## src/rtl/fetch_unit.sv

```systemverilog
// fetch_unit: owns the fetch PC, issues one instruction-bus request at a time and
// queues responses for decode. Define FETCH_PERF_CNT_EN to add performance counters.
package fetch_unit_pkg;
    typedef struct packed {
        logic        valid;
        logic [63:0] addr;
    } ibus_req_t;

    typedef struct packed {
        logic        data_ok;
        logic [31:0] data;
    } ibus_resp_t;

    typedef struct packed {
        logic [63:0] pc;
        logic [31:0] raw_instr;
    } fetch_data_t;
endpackage

module fetch_unit
    import fetch_unit_pkg::*;
#(
    parameter logic [63:0] RESET_PC   = 64'h0000_0000_8000_0000,
    parameter int          IBUF_DEPTH = 4,
    parameter logic [63:0] PC_STEP    = 64'd4
) (
    input  logic        clk_i,
    input  logic        rst_ni,
    output ibus_req_t   ireq_o,
    input  ibus_resp_t  iresp_i,
    input  logic        redirect_valid_i,
    input  logic [63:0] redirect_pc_i,
    output logic        out_valid_o,
    input  logic        out_ready_i,
    output fetch_data_t dataF_o
`ifdef FETCH_PERF_CNT_EN
    ,
    output logic [63:0] perf_fetched_o,
    output logic [63:0] perf_bus_stall_o,
    output logic [63:0] perf_flushed_o
`endif
);
    localparam int PTR_W = $clog2(IBUF_DEPTH);
    localparam int CNT_W = PTR_W + 1;
    localparam logic [CNT_W-1:0] DEPTH_CNT = CNT_W'(IBUF_DEPTH);

    typedef enum logic [1:0] {IDLE, BUSY, DISCARD} state_e;

    state_e           state_q, state_d;
    logic [63:0]      pc_q, pc_d;
    logic [63:0]      reqAddr_q, reqAddr_d;
    logic [PTR_W-1:0] head_q, head_d;
    logic [PTR_W-1:0] tail_q, tail_d;
    logic [CNT_W-1:0] count_q, count_d;
    fetch_data_t      ibuf_q [IBUF_DEPTH];
    logic             push;
    logic             pop;

    assign ireq_o      = '{valid: (state_q != IDLE), addr: reqAddr_q};
    assign out_valid_o = (count_q != '0);
    assign dataF_o     = ibuf_q[head_q];

    always_comb begin
        state_d   = state_q;
        pc_d      = pc_q;
        reqAddr_d = reqAddr_q;
        head_d    = head_q;
        tail_d    = tail_q;
        count_d   = count_q;
        push      = 1'b0;
        pop       = out_valid_o && out_ready_i;

        case (state_q)
            IDLE: begin
                if (!redirect_valid_i && (count_q < DEPTH_CNT)) begin
                    reqAddr_d = pc_q;
                    state_d   = BUSY;
                end
            end
            BUSY: begin
                if (iresp_i.data_ok) begin
                    state_d = IDLE;
                    if (!redirect_valid_i) begin
                        push = 1'b1;
                        pc_d = reqAddr_q + PC_STEP;
                    end
                end else if (redirect_valid_i) begin
                    // The bus cannot cancel a request, so its answer must be swallowed.
                    state_d = DISCARD;
                end
            end
            DISCARD: begin
                if (iresp_i.data_ok) begin
                    state_d = IDLE;
                end
            end
            default: state_d = IDLE;
        endcase

        if (redirect_valid_i) begin
            pc_d    = redirect_pc_i;
            head_d  = '0;
            tail_d  = '0;
            count_d = '0;
        end else begin
            if (push) begin
                tail_d = tail_q + 1'b1;
            end
            if (pop) begin
                head_d = head_q + 1'b1;
            end
            count_d = count_q + CNT_W'(push) - CNT_W'(pop);
        end
    end

    always_ff @(posedge clk_i or negedge rst_ni) begin
        if (!rst_ni) begin
            state_q   <= IDLE;
            pc_q      <= RESET_PC;
            reqAddr_q <= '0;
            head_q    <= '0;
            tail_q    <= '0;
            count_q   <= '0;
            for (int i = 0; i < IBUF_DEPTH; i++) begin
                ibuf_q[i] <= '0;
            end
        end else begin
            state_q   <= state_d;
            pc_q      <= pc_d;
            reqAddr_q <= reqAddr_d;
            head_q    <= head_d;
            tail_q    <= tail_d;
            count_q   <= count_d;
            if (push) begin
                ibuf_q[tail_q] <= '{pc: reqAddr_q, raw_instr: iresp_i.data};
            end
        end
    end

`ifdef FETCH_PERF_CNT_EN
    logic [63:0] perfFetched_q, perfBusStall_q, perfFlushed_q;

    assign perf_fetched_o   = perfFetched_q;
    assign perf_bus_stall_o = perfBusStall_q;
    assign perf_flushed_o   = perfFlushed_q;

    // Flush count is the occupancy at the moment of redirect, not what gets popped.
    always_ff @(posedge clk_i or negedge rst_ni) begin
        if (!rst_ni) begin
            perfFetched_q  <= '0;
            perfBusStall_q <= '0;
            perfFlushed_q  <= '0;
        end else begin
            if (push) begin
                perfFetched_q <= perfFetched_q + 64'd1;
            end
            if (ireq_o.valid && !iresp_i.data_ok) begin
                perfBusStall_q <= perfBusStall_q + 64'd1;
            end
            if (redirect_valid_i) begin
                perfFlushed_q <= perfFlushed_q + 64'(count_q);
            end
        end
    end
`endif

endmodule

```

## config.mk

```make
export PLATFORM = sky130hd
export DESIGN_NAME = fetch_unit
export DESIGN_NICKNAME = d
export VERILOG_FILES = /design/src/rtl/fetch_unit.sv
export SDC_FILE = /design/constraint.sdc
export NUM_CORES = 1
export LEC_CHECK = 0
export BUFFER_PORTS_ARGS = -buffer_cell sky130_fd_sc_hd__buf_2
export CAP_MARGIN = 20
export CORE_AREA = 2 2 214 216
export DETAILED_ROUTE_END_ITERATION = 10
export DIE_AREA = 0 0 216 218
export GPL_ROUTABILITY_DRIVEN = 0
export PLACE_DENSITY_LB_ADDON = 0.12
export SYNTH_ARGS = -nofsm -noshare
export SYNTH_HDL_FRONTEND = slang
export SYNTH_SLANG_ARGS = --single-unit
```

## constraint.sdc

```tcl
create_clock -name clk_i -period 2.8 [get_ports clk_i]
set_clock_uncertainty 0.15 [all_clocks]
set_input_delay 0.28 -clock clk_i [delete_from_list [all_inputs] [get_ports clk_i]]
set_output_delay 0.28 -clock clk_i [all_outputs]
set_load 0.01 [all_outputs]
```

==> results.cfg, run 1 <==
[die]
die_area_sq_um = 47100
row_count = 78
dieHeight_microns = 218
start_util = 0.525
core_area_sq_um = 44900
fp.dieW_microns = 216
ios = 263

[clock_tree]
clk_pin_slew_worst_paths_ns = 0.06
worstSkewPairLatency_ns = 0.60
cts_tree = done
cts-root-buf = clkbuf_16
cts-buffers-inserted = 55
htree_levels = 2
cts_buffer_depth = 3
cts.sinks = 521

[place]
pre_cts_ws_ns = 0.283
post-place-cells = 2497
place_hpwl_microns = 37400
io_buffer_count = 262
placed_cell_area_sq_um = 25900

[setup_path]
critical_path_class = reg -> out
path_max_fanout = 31
cp-start-kind = flop
cp-end-kind = output pin
arrival_ns = 2.24
worstPathRequired_ns = 2.37

[global_route]
grt_max_degree = 110
antenna_found_initial = 3
overflow = 0
track_usage = 0.255
grt_use_met2 = 0.423
grt_pass1_vias = 16300
grt_pass1_wl_microns = 93500
use_met3 = 0.0474
use_met1 = 0.344
grt-busiest-layer = met2

[yosys]
synth_area_per_cell_sq_um = 13.8
yosys.cell_count.top_type = dfrtp_1
syn_inst = 1708
ys_seq_elements = 521
netlist_top_cells_area = dfrtp_1, mux2_2, mux4_2, nand2_1, xnor2_1
yosys_most_used_dff = dfrtp_1
ys_warn_count = 0
ys_async_sr_fraction = 1.00
syn_area_sq_um = 23600
synth_top_area_share = 0.552
synth_cell_types = 58
synth_edf_count = 0
synth_common_cells = dfrtp_1, mux2_2, nand2_1
syn_nets = 1817
ys_seq_area_frac = 0.553
synth_top_area_cell = dfrtp_1

[routing]
dr_total_vias = 15200
drc = 0
wl_per_cell_microns = 21.4
ant_nets = 0
via_per_inst = 5.60
drt_wl_total_microns = 58100
dr.pass1.iters = 5
drtIter0Drc = 880

[sta]
fin_crit_ns = 2.67
slew_headroom = 0.440
setup_viol = 0
worstMarginPinSlew_ns = 0.840
maxSlewViolCount = 0
finalHoldViolCount = 0
whs_ns = 0.0268
fin_ws_ns = 0.133
tns_ns = 0
post-route-period-util = 0.953
fmax_ghz = 0.375
rsz0062_at_grt = false

[pwr]
cellPowerDensity_nw_per_um2 = 964
p_leak_nw = 13.6
vdd_drop_max_mv = 0.568
power_mw = 27.9

[finish]
stdcell_count = 2714
final_nets = 2185
drive_above_1_share = 0.454
area_growth_pct = 22.9
utilization = 0.645
final_cell_area_sq_um = 29000

[worst_hold_path]
hold_class = in -> reg

[run]
maxCapViolCount = 0

[status]
status = complete, no violations
metal layers:
| metal | vias up | part of all wire |
|---|---|---|
| met1 | 7877 | 0.44 |
| met5 | - | 0.00046 |
| met2 | 329 | 0.49 |
| met3 | 90 | 0.047 |
| met4 | 4 | 0.023 |
| li1 | 6889 | - |
cell families (layout without fill, tap and decap cells):
| logic type | Yosys count | count (layout) | synth area share |
|---|---|---|---|
| XOR/XNOR | 58 | 58 | 0.0216 |
| AO/OA/AOI/OAI | 137 | 137 | 0.0339 |
| multiplexers | 525 | 525 | 0.296 |
| buffers and inverters | 161 | 566 | 0.0280 |
| AND/OR/NAND/NOR | 298 | 298 | 0.0625 |
| flip-flops | 521 | 521 | 0.553 |
| adder cells (fa/ha/maj) | 8 | 8 | 0.00457 |
| other | 0 | 1 | 0 |
layout make-up:
class / count / area, sq um
multi-input cells: 1026 / 9910
diodes: 1 / 2.50
clock inverters: 9 / 176
fillers: 3393 / 15900
inverters: 11 / 41.3
well taps: 600 / 751
repair buffers: 461 / 3370
flip-flops and latches: 521 / 13000
clock buffers: 85 / 1660
path summary, 6_finish.rpt:
check                                         start                      end  slack [ns]  depth (start not counted)
min                                     out_ready_i    head_q[0]$_DFFE_PN0P_        0.03                          4
max                           head_q[1]$_DFFE_PN0P_              dataF_o[77]        0.13                          3
max reg2reg                reqAddr_q[3]$_DFFE_PN0P_     pc_q[16]$_DFFE_PN0P_        0.24                          8
min reg2reg                 ibuf_q[181]$_DFFE_PN0P_  ibuf_q[181]$_DFFE_PN0P_        0.33                          2
max in group asynchronous                    rst_ni     pc_q[31]$_DFFE_PN1P_        1.46                          3
min in group asynchronous                    rst_ni     pc_q[11]$_DFFE_PN0P_        0.14                          2
cells in the final DEF, fill, tap and decap left out, types with 11 or more instances in the layout:
cell           instances
buf_2                260
xnor2_1               41
clkbuf_16             57
o21ai_0               69
clkbuf_1              15
mux2i_1               11
o221ai_1              16
xor2_1                17
and3_1                14
clkbuf_8              13
buf_4                 60
nor2_1                47
mux4_2                96
dlygate4sd3_1        121
nand2_1              127
dfrtp_1              518
a21oi_1               31
nand3_1               22
nor3b_1               11
buf_12                18
nand4_1               16
mux2_2               418
repair_timing:
item,CTS,global route
setup endpoints to repair,0,1
endpoints found under the hold margin,276,0
hold buffers,121,0
resized for setup,0,1
buffers inserted,0,0
where the power goes:
part | internal [mW] | leakage, nW | switching, mW
Clock | 4.50 | 0.896 | 2.94
Combinational | 4.94 | 5.86 | 4.53
Sequential | 9.56 | 6.82 | 1.44
Total | 19.0 | 13.6 | 8.91
state kept, by name, summed over array words and instances, names as in the netlist:
name	flops
pc_q	64
count_q	3
head_q	2
tail_q	2
ibuf_q	384
reqAddr_q	64
state_q	2
worst max-delay path, cell delays in order, from the launching register on:
cell and delay [ns]:
dfrtp_4 0.77, buf_12 0.30, mux4_2 0.37, buf_2 0.17
Note: power is estimated with default switching activity, not from simulation.
==> run 2, diff against run 1 <==
==> constraint.sdc (replaced) <==
create_clock -name clk_i -period 2.8 [get_ports clk_i]
set_clock_uncertainty 0.15 [all_clocks]
set_input_delay 0.14 -clock clk_i [delete_from_list [all_inputs] [get_ports clk_i]]
set_output_delay 0.14 -clock clk_i [all_outputs]
set_load 0.01 [all_outputs]
==> run 2 against run 1 <==
Against the previous run:
- power shrank 0.24%
- sequential cell count is the same
- combinational power shrank 1%
- cell count shrank 0.48%
- critical path depth is the same
- sequential power is essentially flat
- register-to-register slack is essentially flat
- die area is the same
- utilization shrank 0.30 points
- cell area shrank 0.47%
- global-route usage is essentially flat
- critical path type unchanged
- largest power group unchanged
==> results.cfg, run 2 (same netlist as run 1, synthesis figures left out) <==
[pwr]
p_leak_nw = 13.5
power_mw = 27.8
cellPowerDensity_nw_per_um2 = 966
vdd_drop_max_mv = 0.703

[setup_path]
worstPathCellList = buf_4, mux4_2, buf_2
arrival_ns = 2.36
r2r_start = reqAddr_q[44]$_DFFE_PN0P_
timing.critical_path.buf_inv = 2
path_max_fanout = 19
timing.critical_path.slowest_cell_delay_ns = 0.60
cp-start-kind = flop
crit_family = buffers and inverters
cp-end-kind = output pin
worstPathRequired_ns = 2.51
critical_path_class = reg -> out
cp-startpoint = head_q[0]$_DFFE_PN0P_
critical_path.slowest_cell = mux4_2

[sta]
setup_viol = 0
worstMarginPinSlew_ns = 0.882
finalHoldViolCount = 0
slew_headroom = 0.412
tns_ns = 0
maxSlewViolCount = 0
fin_crit_ns = 2.65
fmax_ghz = 0.378
rsz0062_at_grt = false
post-route-period-util = 0.946

[finish]
mostFrequentLayoutCells = dfrtp_1, mux2_2, buf_2
drive_above_1_share = 0.460
regMostFlops = ibuf_q
final_nets = 2168
final_common_cell = dfrtp_1
largest_register_ffs = 384
area_growth_pct = 22.3
n_fill_cell = 3395
reg_top3 = ibuf_q: 384 flops, pc_q: 64 flops, reqAddr_q: 64 flops

[global_route]
grt_max_degree = 87
antenna_found_initial = 3
grt_pass1_vias = 16200
overflow = 0
track_usage = 0.255
grt_pass1_wl_microns = 93500

[clock_tree]
worstSkewPairLatency_ns = 0.60
post_cts_buffers = 0
cts-buffers-inserted = 56
htree_levels = 2
ctsHoldBuffers = 103
cts-root-buf = clkbuf_16
cts_tree = done
cts.sinks = 521
clk_pin_slew_worst_paths_ns = 0.06
cts_buffer_depth = 3
cts_resized = 0

[routing]
ant_nets = 0
dr.pass1.iters = 5
dr_total_vias = 15300
drc = 0
drt_wl_total_microns = 58700
drtIter0Drc = 875
wl_per_cell_microns = 21.7
via_per_inst = 5.65

[place]
io_buffer_count = 262
place_hpwl_microns = 38100

[die]
die_area_sq_um = 47100
row_count = 78
fp.dieW_microns = 216
dieHeight_microns = 218
start_util = 0.525
ios = 263
core_area_sq_um = 44900

[worst_hold_path]
min-delay-start = redirect_pc_i[48]
hold_class = in -> reg

[status]
status = complete, no violations

[run]
maxCapViolCount = 0
[run 2: cell count changes in the layout (fill, tap and decap cells not counted), sizes merged]
| cell | delta |
|---|---|
| clkinvlp | +2 |
| dlygate4sd3 | -19 |
| clkbuf | -10 |
| buf | +1 |
| diode | +2 |
| bufinv | +1 |
| clkinv | +10 |
[run 2: area by class of cell]
class | count | area, sq um | share of cell area
Multi-Input combinational cell | 1026 | 9910 | 0.344
Antenna cell | 3 | 7.51 | 0.000260
Tap cell | 600 | 751 | 0.0260
Inverter | 11 | 41.3 | 0.00143
Sequential cell | 521 | 13000 | 0.453
Timing Repair Buffer | 443 | 3240 | 0.112
Clock buffer | 75 | 1560 | 0.0543
Clock inverter | 22 | 268 | 0.00929
[run 2: report_power, final]
part | switching, mW | leakage [nW] | total [mW] | internal [mW]
clock | 3.01 | 0.902 | 7.45 | 4.44
combinational | 4.47 | 5.82 | 9.33 | 4.86
sequential | 1.50 | 6.82 | 11.1 | 9.56
total | 8.98 | 13.5 | 27.8 | 18.9
[run 2: final timing paths]
kind | cells after the start | end | slack (ns)
worst min register to register | 2 | reqAddr_q[54]$_DFFE_PN0P_ | 0.32
worst max-delay path | 3 | dataF_o[93] | 0.15
max in group asynchronous | 5 | ibuf_q[233]$_DFFE_PN0P_ | 1.22
worst min-delay path | 4 | pc_q[48]$_DFFE_PN0P_ | 0.14
worst max register to register | 6 | pc_q[61]$_DFFE_PN0P_ | 0.25
min in group asynchronous | 3 | ibuf_q[14]$_DFFE_PN0P_ | 0.47
[run 2: routing by layer]
metal	track usage	wire length (microns)	vias up
met1	0.348	25800	7941
met5	0	13	-
met4	0.0721	1280	2
li1	-	-	6862
met3	0.0430	2810	85
met2	0.425	28800	375
[run 2: worst register-to-register path: cells and delay by family (launching register included)]
kind | cells | cell delay (ns)
simple gates | 4 | 1.52
flops | 1 | 0.53
compound gates | 2 | 0.29
[run 2: per-stage QoR]
step / area, sq um / utilization / std cells / hold slack, ns / worst slack [ns]
finish: 28800 / 0.642 / 2701 / 0.144 / 0.152
global route: 28800 / 0.642 / 2699 / 0.158 / 0.0205
CTS: 28800 / 0.642 / 2698 / 0.111 / 0.0625
detailed placement: 25900 / 0.578 / 2498 / 0.0302 / 0.261
global placement: 25900 / 0.578 / 2498 / 0.0207 / 0.306
floorplan: 23600 / - / 1708 / -0.306 / 0.0875
